[config.mk]
export PLATFORM = sky130hd
export DESIGN_NAME = seq_shift_unit_flat
export DESIGN_NICKNAME = d
export VERILOG_FILES = /design/src/rtl/shift_pkg.sv /design/src/rtl/seq_shift_unit_if.sv /design/src/rtl/shift_step.sv /design/src/rtl/seq_shift_unit.sv /design/src/flat_wrapper.sv
export SDC_FILE = /design/constraint.sdc
export NUM_CORES = 1
export LEC_CHECK = 0
export BUFFER_PORTS_ARGS = -buffer_cell sky130_fd_sc_hd__buf_2
export CAP_MARGIN = 20
export CORE_UTILIZATION = 50
export DETAILED_ROUTE_END_ITERATION = 10
export PLACE_DENSITY = 0.72
export SLEW_MARGIN = 20
export SYNTH_ARGS = -nofsm -noshare
export SYNTH_HDL_FRONTEND = slang
export SYNTH_HIERARCHICAL = 1
export SYNTH_SLANG_ARGS = --single-unit
[constraint.sdc]
create_clock -name clk -period 2.9 [get_ports clk]
set_clock_uncertainty 0.15 [all_clocks]
set_input_delay 0.58 -clock clk [delete_from_list [all_inputs] [get_ports clk]]
set_output_delay 0.58 -clock clk [all_outputs]
set_load 0.1 [all_outputs]
[src/rtl/shift_pkg.sv]
// Shared definitions for the sequential shift unit: mode encodings and FSM states.
package shift_pkg;

    localparam logic [1:0] SH_LSL = 2'b00;
    localparam logic [1:0] SH_LSR = 2'b01;
    localparam logic [1:0] SH_ASR = 2'b10;
    localparam logic [1:0] SH_ROL = 2'b11;

    typedef enum logic [1:0] {
        IDLE  = 2'd0,
        SHIFT = 2'd1,
        DONE  = 2'd2
    } state_t;

endpackage

[src/rtl/seq_shift_unit_if.sv]
// Request/result bundle of the sequential shift unit.
interface seq_shift_unit_if #(
    parameter int WIDTH   = 12,
    parameter int SHAMT_W = $clog2(WIDTH + 1)
);
    // A transfer happens on a rising edge where valid and ready are both high;
    // valid never waits on ready, and payload is stable while valid is high.
    logic               in_valid;
    logic               in_ready;
    logic [WIDTH-1:0]   in_data;
    logic [SHAMT_W-1:0] in_shamt;
    logic [1:0]         in_mode;
    logic               out_valid;
    logic               out_ready;
    logic [WIDTH-1:0]   out_data;
    logic               out_carry;
    logic               out_zero;

    modport master (
        output in_valid, in_data, in_shamt, in_mode, out_ready,
        input  in_ready, out_valid, out_data, out_carry, out_zero
    );

    modport slave (
        input  in_valid, in_data, in_shamt, in_mode, out_ready,
        output in_ready, out_valid, out_data, out_carry, out_zero
    );
endinterface

[src/rtl/shift_step.sv]
// One combinational shift step of k bits (k = 0 passes data through, carry 0).
module shift_step
    import shift_pkg::*;
#(
    parameter int WIDTH   = 12,
    parameter int SHAMT_W = $clog2(WIDTH + 1)
) (
    input  logic [WIDTH-1:0]   data,
    input  logic [1:0]         mode,
    input  logic [SHAMT_W-1:0] k,
    output logic [WIDTH-1:0]   result,
    output logic               carry
);

    int               kk;
    logic [WIDTH-1:0] tmp;

    assign kk = int'(k);

    // The carry is the bit that ends up last across the boundary, so it is
    // picked by shifting the source bit down to position 0.
    always_comb begin
        result = data;
        carry  = 1'b0;
        tmp    = '0;
        if (kk != 0) begin
            case (mode)
                SH_LSL: begin
                    result = data << kk;
                    tmp    = data >> (WIDTH - kk);
                end
                SH_LSR: begin
                    result = data >> kk;
                    tmp    = data >> (kk - 1);
                end
                SH_ASR: begin
                    result = $unsigned($signed(data) >>> kk);
                    tmp    = data >> (kk - 1);
                end
                default: begin
                    result = (data << kk) | (data >> (WIDTH - kk));
                    tmp    = data >> (WIDTH - kk);
                end
            endcase
            carry = tmp[0];
        end
    end

endmodule

[src/rtl/seq_shift_unit.sv]
// Multi-cycle shifter: LSL/LSR/ASR/ROL by a clamped runtime amount, at most STEP bits per clock.
module seq_shift_unit
    import shift_pkg::*;
#(
    parameter int WIDTH   = 12,
    parameter int STEP    = 1,
    parameter int SHAMT_W = $clog2(WIDTH + 1)
) (
    input  logic             clk,
    input  logic             rst_n,
    seq_shift_unit_if.slave  bus,
    output state_t           dbg_state
);

    localparam logic [SHAMT_W-1:0] STEP_K  = SHAMT_W'(STEP);
    localparam logic [SHAMT_W-1:0] WIDTH_K = SHAMT_W'(WIDTH);

    state_t             state_q, state_d;
    logic [WIDTH-1:0]   data_q, data_d;
    logic [1:0]         mode_q, mode_d;
    logic [SHAMT_W-1:0] rem_q, rem_d;
    logic               carry_q, carry_d;
    logic               zero_q, zero_d;
    logic [SHAMT_W-1:0] amt;
    logic [SHAMT_W-1:0] k;
    logic [WIDTH-1:0]   step_data;
    logic               step_carry;

    assign amt = (bus.in_shamt > WIDTH_K) ? WIDTH_K : bus.in_shamt;
    assign k   = (rem_q < STEP_K) ? rem_q : STEP_K;

    shift_step #(
        .WIDTH   (WIDTH),
        .SHAMT_W (SHAMT_W)
    ) u_step (
        .data   (data_q),
        .mode   (mode_q),
        .k      (k),
        .result (step_data),
        .carry  (step_carry)
    );

    always_ff @(posedge clk or negedge rst_n) begin
        if (!rst_n) begin
            state_q <= IDLE;
        end else begin
            state_q <= state_d;
        end
    end

    always_comb begin
        state_d = state_q;
        data_d  = data_q;
        mode_d  = mode_q;
        rem_d   = rem_q;
        carry_d = carry_q;
        zero_d  = zero_q;
        case (state_q)
            IDLE: begin
                if (bus.in_valid) begin
                    data_d  = bus.in_data;
                    mode_d  = bus.in_mode;
                    rem_d   = amt;
                    carry_d = 1'b0;
                    zero_d  = 1'b0;
                    if (amt == '0) begin
                        zero_d  = (bus.in_data == '0);
                        state_d = DONE;
                    end else begin
                        state_d = SHIFT;
                    end
                end
            end
            SHIFT: begin
                data_d  = step_data;
                rem_d   = rem_q - k;
                carry_d = step_carry;
                if (rem_q == k) begin
                    zero_d  = (step_data == '0);
                    state_d = DONE;
                end
            end
            DONE: begin
                if (bus.out_ready) begin
                    state_d = IDLE;
                end
            end
            default: state_d = IDLE;
        endcase
    end

    always_ff @(posedge clk or negedge rst_n) begin
        if (!rst_n) begin
            data_q  <= '0;
            mode_q  <= SH_LSL;
            rem_q   <= '0;
            carry_q <= 1'b0;
            zero_q  <= 1'b0;
        end else begin
            data_q  <= data_d;
            mode_q  <= mode_d;
            rem_q   <= rem_d;
            carry_q <= carry_d;
            zero_q  <= zero_d;
        end
    end

    assign bus.in_ready  = (state_q == IDLE);
    assign bus.out_valid = (state_q == DONE);
    assign bus.out_data  = data_q;
    assign bus.out_carry = carry_q;
    assign bus.out_zero  = zero_q;
    assign dbg_state     = state_q;

endmodule

[src/flat_wrapper.sv]
// flat-port wrapper written by rule: the top's interface ports become plain ports
module seq_shift_unit_flat import shift_pkg::*;
#(
    parameter int WIDTH   = 12,
    parameter int STEP    = 1,
    parameter int SHAMT_W = $clog2(WIDTH + 1)
)
  (clk, rst_n, dbg_state, bus_in_valid, bus_in_data, bus_in_shamt, bus_in_mode, bus_out_ready, bus_in_ready, bus_out_valid, bus_out_data, bus_out_carry, bus_out_zero);
  seq_shift_unit_if #(.WIDTH(WIDTH), .SHAMT_W(SHAMT_W)) bus_i ();
  input  logic clk;
  input  logic rst_n;
  output state_t dbg_state;
  input wire logic [$bits(bus_i.in_valid)-1:0] bus_in_valid;
  input wire logic [$bits(bus_i.in_data)-1:0] bus_in_data;
  input wire logic [$bits(bus_i.in_shamt)-1:0] bus_in_shamt;
  input wire logic [$bits(bus_i.in_mode)-1:0] bus_in_mode;
  input wire logic [$bits(bus_i.out_ready)-1:0] bus_out_ready;
  output wire logic [$bits(bus_i.in_ready)-1:0] bus_in_ready;
  output wire logic [$bits(bus_i.out_valid)-1:0] bus_out_valid;
  output wire logic [$bits(bus_i.out_data)-1:0] bus_out_data;
  output wire logic [$bits(bus_i.out_carry)-1:0] bus_out_carry;
  output wire logic [$bits(bus_i.out_zero)-1:0] bus_out_zero;
  assign bus_i.in_valid = bus_in_valid;
  assign bus_i.in_data = bus_in_data;
  assign bus_i.in_shamt = bus_in_shamt;
  assign bus_i.in_mode = bus_in_mode;
  assign bus_i.out_ready = bus_out_ready;
  assign bus_in_ready = bus_i.in_ready;
  assign bus_out_valid = bus_i.out_valid;
  assign bus_out_data = bus_i.out_data;
  assign bus_out_carry = bus_i.out_carry;
  assign bus_out_zero = bus_i.out_zero;
  seq_shift_unit #(.WIDTH(WIDTH), .STEP(STEP), .SHAMT_W(SHAMT_W)) u_core (.clk(clk), .rst_n(rst_n), .bus(bus_i), .dbg_state(dbg_state));
endmodule
==> impl_metrics.py <==
metrics = {
    "outcome": {
        "run_status": "finished clean",
    },
    "drt": {
        "wire_per_inst_microns": 23.14,
        "post_drt_via_cell_ratio": 7.003,
        "totalWireLength_mm": 13.63,
        "antenna_violating_nets_post_route": 0,
        "drc": 0,
        "firstDrtPassIters": 7,
        "num_vias": 4125,
        "drt_first_iter_violations": 562,
    },
    "clock_network": {
        "root_buffer": "sky130_fd_sc_hd__clkbuf_8",
        "cts.clk_slew.worst_paths_ns": 0.09,
        "clk_path_buf_depth": 2,
        "cts_htree_levels": 1,
        "clock_sink_count": 22,
        "cts_hold_buffers": 0,
        "clkLatencyLatePin_ns": 0.27,
        "tritoncts": "built",
        "cts_buffers": 3,
    },
    "yosys": {
        "synth-async-reset-ratio_pct": 100.0,
        "post-synth-top-area-cell": "sky130_fd_sc_hd__dfrtp_1",
        "post_synth_instance_area_sq_um": 3571,
        "post-synth-top-count-cell": "sky130_fd_sc_hd__nor2_1",
        "combinational_family_with_the_most_area_after_synthesis": "compound AO/OA/AOI/OAI gates",
        "synth_mux_area_share_pct": 24.14,
        "synth_enable_flop_cells": 0,
        "syn-instance-count": 436,
        "post_synth_num_cell_types": 70,
        "yosysSeqAreaShare_pct": 15.42,
        "compound_cell_area_share_of_the_yosys_netlist_pct": 28.45,
        "synth.top_cell.area_share_pct": 15.42,
        "synth_xor_xnor_area_share_pct": 2.172,
        "synthTopCellsByArea": "sky130_fd_sc_hd__dfrtp_1, sky130_fd_sc_hd__mux4_2, sky130_fd_sc_hd__mux2i_1",
        "fraction_of_the_mapped_netlist_area_in_adder_cells_pct": 2.453,
        "synth-simple-area-share_pct": 19.20,
        "syn_area_per_cell_sq_um": 8.190,
        "ys_warn_count": 6,
        "synthesis_stage_register_bit_count": 22,
        "synth_top_cells_by_count": "sky130_fd_sc_hd__nor2_1, sky130_fd_sc_hd__nand2_1, sky130_fd_sc_hd__a22oi_1",
        "postSynth.topFlopCell": "sky130_fd_sc_hd__dfrtp_1",
    },
    "timing": {
        "slew_headroom_pct": 61.76,
        "finalSetupViolations": 0,
        "layout_min_cycle_time_ns": 2.868,
        "maxSlewViolCount": 0,
        "max_clock_freq_ghz": 0.3487,
        "min_period_over_period_pct": 98.89,
        "tightest_slew_ns": 0.5736,
        "endpoints_failing_hold": 0,
    },
    "finish": {
        "post-route-cell-area_sq_um": 4214,
        "drive_gt1_share_pct": 30.63,
        "nNetsFinal": 523,
        "fillerInstances": 617,
        "finish.cell_count_without_fillers": 589,
        "antennaDiodeCount": 0,
        "area.growth.synth_to_final_pct": 18.01,
    },
    "worst_setup_path": {
        "crit_path_top_delay_cell": "sky130_fd_sc_hd__dfrtp_1",
        "critical_path_peak_fanout": 4,
        "critical_path.startpoint_type": "flip-flop",
        "path_cells": "nor2_2, nand2_2, inv_4, ha_4, nor3b_2, nor3b_2, a21bo_1, a221o_1, o221ai_1, nand2_1, nor4_2, nand4_1, a31oi_1",
        "timing_worst_setup_path_type": "reg2reg",
        "slowest_delay_ns": 0.38,
        "setup.worst_path.end_class": "flip-flop",
        "data_arrival_at_the_endpoint_of_the_critical_path_ns": 2.91,
        "ff2ff_setup_slack_ns": 0.03,
        "cpMostUsedCell": "sky130_fd_sc_hd__nor3b_2",
        "crit_required_ns": 2.94,
    },
    "global_route": {
        "number_of_global_route_vias_before_repair": 3629,
        "track_usage_pct": 36.51,
        "largest_net_degree_at_the_start_of_global_routing": 37,
        "grt_antenna_before_repair": 0,
        "overflow": 0,
        "grt_first_pass_wirelength_mm": 20.69,
    },
    "power_and_ir_drop": {
        "pwr_density_cell_nw_per_um2": 1258,
        "leakage_power_figure_nw": 1.760,
        "vdd_ir_drop_max_v": 0.001131,
        "report.power.total_mw": 5.299,
    },
    "placement": {
        "gp_congestion": 1.058,
        "portBuffers": 39,
        "dp_hpwl_mm": 9.878,
        "cell_area_after_placement_sq_um": 4045,
        "placedCellCount": 583,
    },
    "flow_run": {
        "maxCapViolations": 0,
    },
    "floorplan": {
        "design.portCount": 40,
        "die_span_x_microns": 86.51,
        "floorplan.rows": 30,
        "dieArea_sq_um": 7484,
        "start_util_pct": 52.27,
        "fp.coreArea_sq_um": 6832,
        "fp.dieH_microns": 86.51,
    },
    "hold_path": {
        "min_delay_worst_type": "in2async",
    },
}
## stage by stage
stage	hold WS, ns	setup WS (ns)	util [%]	TNS (ns)
floorplan	0.1344	-0.04158	-	-0.04158
global placement	0.3346	0.01877	59.21	0
detailed placement	0.3357	-0.06600	59.21	-0.06600
CTS	0.1280	0.02487	60.49	0
global route	0.1537	-0.009718	61.69	-0.009718
finish	0.1166	0.03213	61.69	0
## state kept, by name (all words and copies together), names as in the netlist
signal                count
u_core/bus.out_zero       1
u_core/bus.out_carry      1
u_core/rem_q              4
u_core/bus.out_data      12
u_core/dbg_state          2
u_core/mode_q             2
## kinds of logic (layout without fill, tap and decap cells)
group | Yosys count | count (layout)
AOI/OAI and AO/OA | 154 | 154
and+or+nand+nor | 132 | 132
muxes | 60 | 60
buffers and inverters | 55 | 103
DFF | 22 | 22
adders and majority gates | 7 | 7
xor gates and xnor gates | 5 | 5
other | 1 | 10
## layer usage
metal	GRT usage, %	wire [microns]	up-vias
met4	14.55	638	0
li1	-	-	1789
met2	54.91	5956	320
met3	6.000	1488	58
met1	52.36	5545	1958
met5	0	0	-
## repair_timing
item | in CTS | in global routing
buffers inserted | 0 | 1
cloned | 0 | 1
gates resized for setup | 3 | 12
pin swaps | 0 | 6
setup endpoints to repair | 1 | 2
## path summary, 6_finish.rpt
path	start	to	depth (start not counted)
max in group asynchronous	rst_n	u_core/bus.out_data[8]	1
hold / removal	rst_n	u_core/mode_q[0]	1
hold reg to reg	u_core/bus.out_carry	u_core/bus.out_carry	2
setup reg to reg	u_core/rem_q[3]	u_core/bus.out_zero	13
min in group clk	u_core/bus.out_carry	u_core/bus.out_carry	2
setup / recovery	u_core/rem_q[3]	u_core/bus.out_zero	13
## cell usage in the layout, fill, tap and decap left out, types with 11 or more instances in the layout
master,instances
sky130_fd_sc_hd__mux4_2,20
sky130_fd_sc_hd__nor2_1,33
sky130_fd_sc_hd__o21ai_1,18
sky130_fd_sc_hd__a22oi_1,32
sky130_fd_sc_hd__nand3_1,11
sky130_fd_sc_hd__buf_4,44
sky130_fd_sc_hd__buf_2,39
sky130_fd_sc_hd__dfrtp_1,22
sky130_fd_sc_hd__mux2i_1,29
sky130_fd_sc_hd__nand2_1,32
sky130_fd_sc_hd__o21ai_0,27
sky130_fd_sc_hd__a21oi_1,20
## critical path, delay by kind of cell (launching register included)
family	cells	cell delay [ns]
AO/OA/AOI/OAI	4	0.89
flip-flops	1	0.38
adder cells (fa/ha/maj)	1	0.16
AND/OR/NAND/NOR	7	1.15
buffers and inverters	1	0.07
## area by class of cell
cell class	count	area, sq um	area share [%]
Clock buffer	3	41.29	0.9798
Clock inverter	1	30.03	0.7126
Inverter	12	47.55	1.128
Multi-Input combinational cell	368	2831	67.19
Sequential cell	22	550.5	13.06
Tap cell	96	120.1	2.850
Timing Repair Buffer	87	593.1	14.07
## power by group
group          switching, mW  total [mW]  internal [mW]
Combinational           2.77        4.34           1.57
Sequential             0.221       0.672          0.450
Clock                  0.104       0.288          0.185
(Power assumes the default switching activity.)
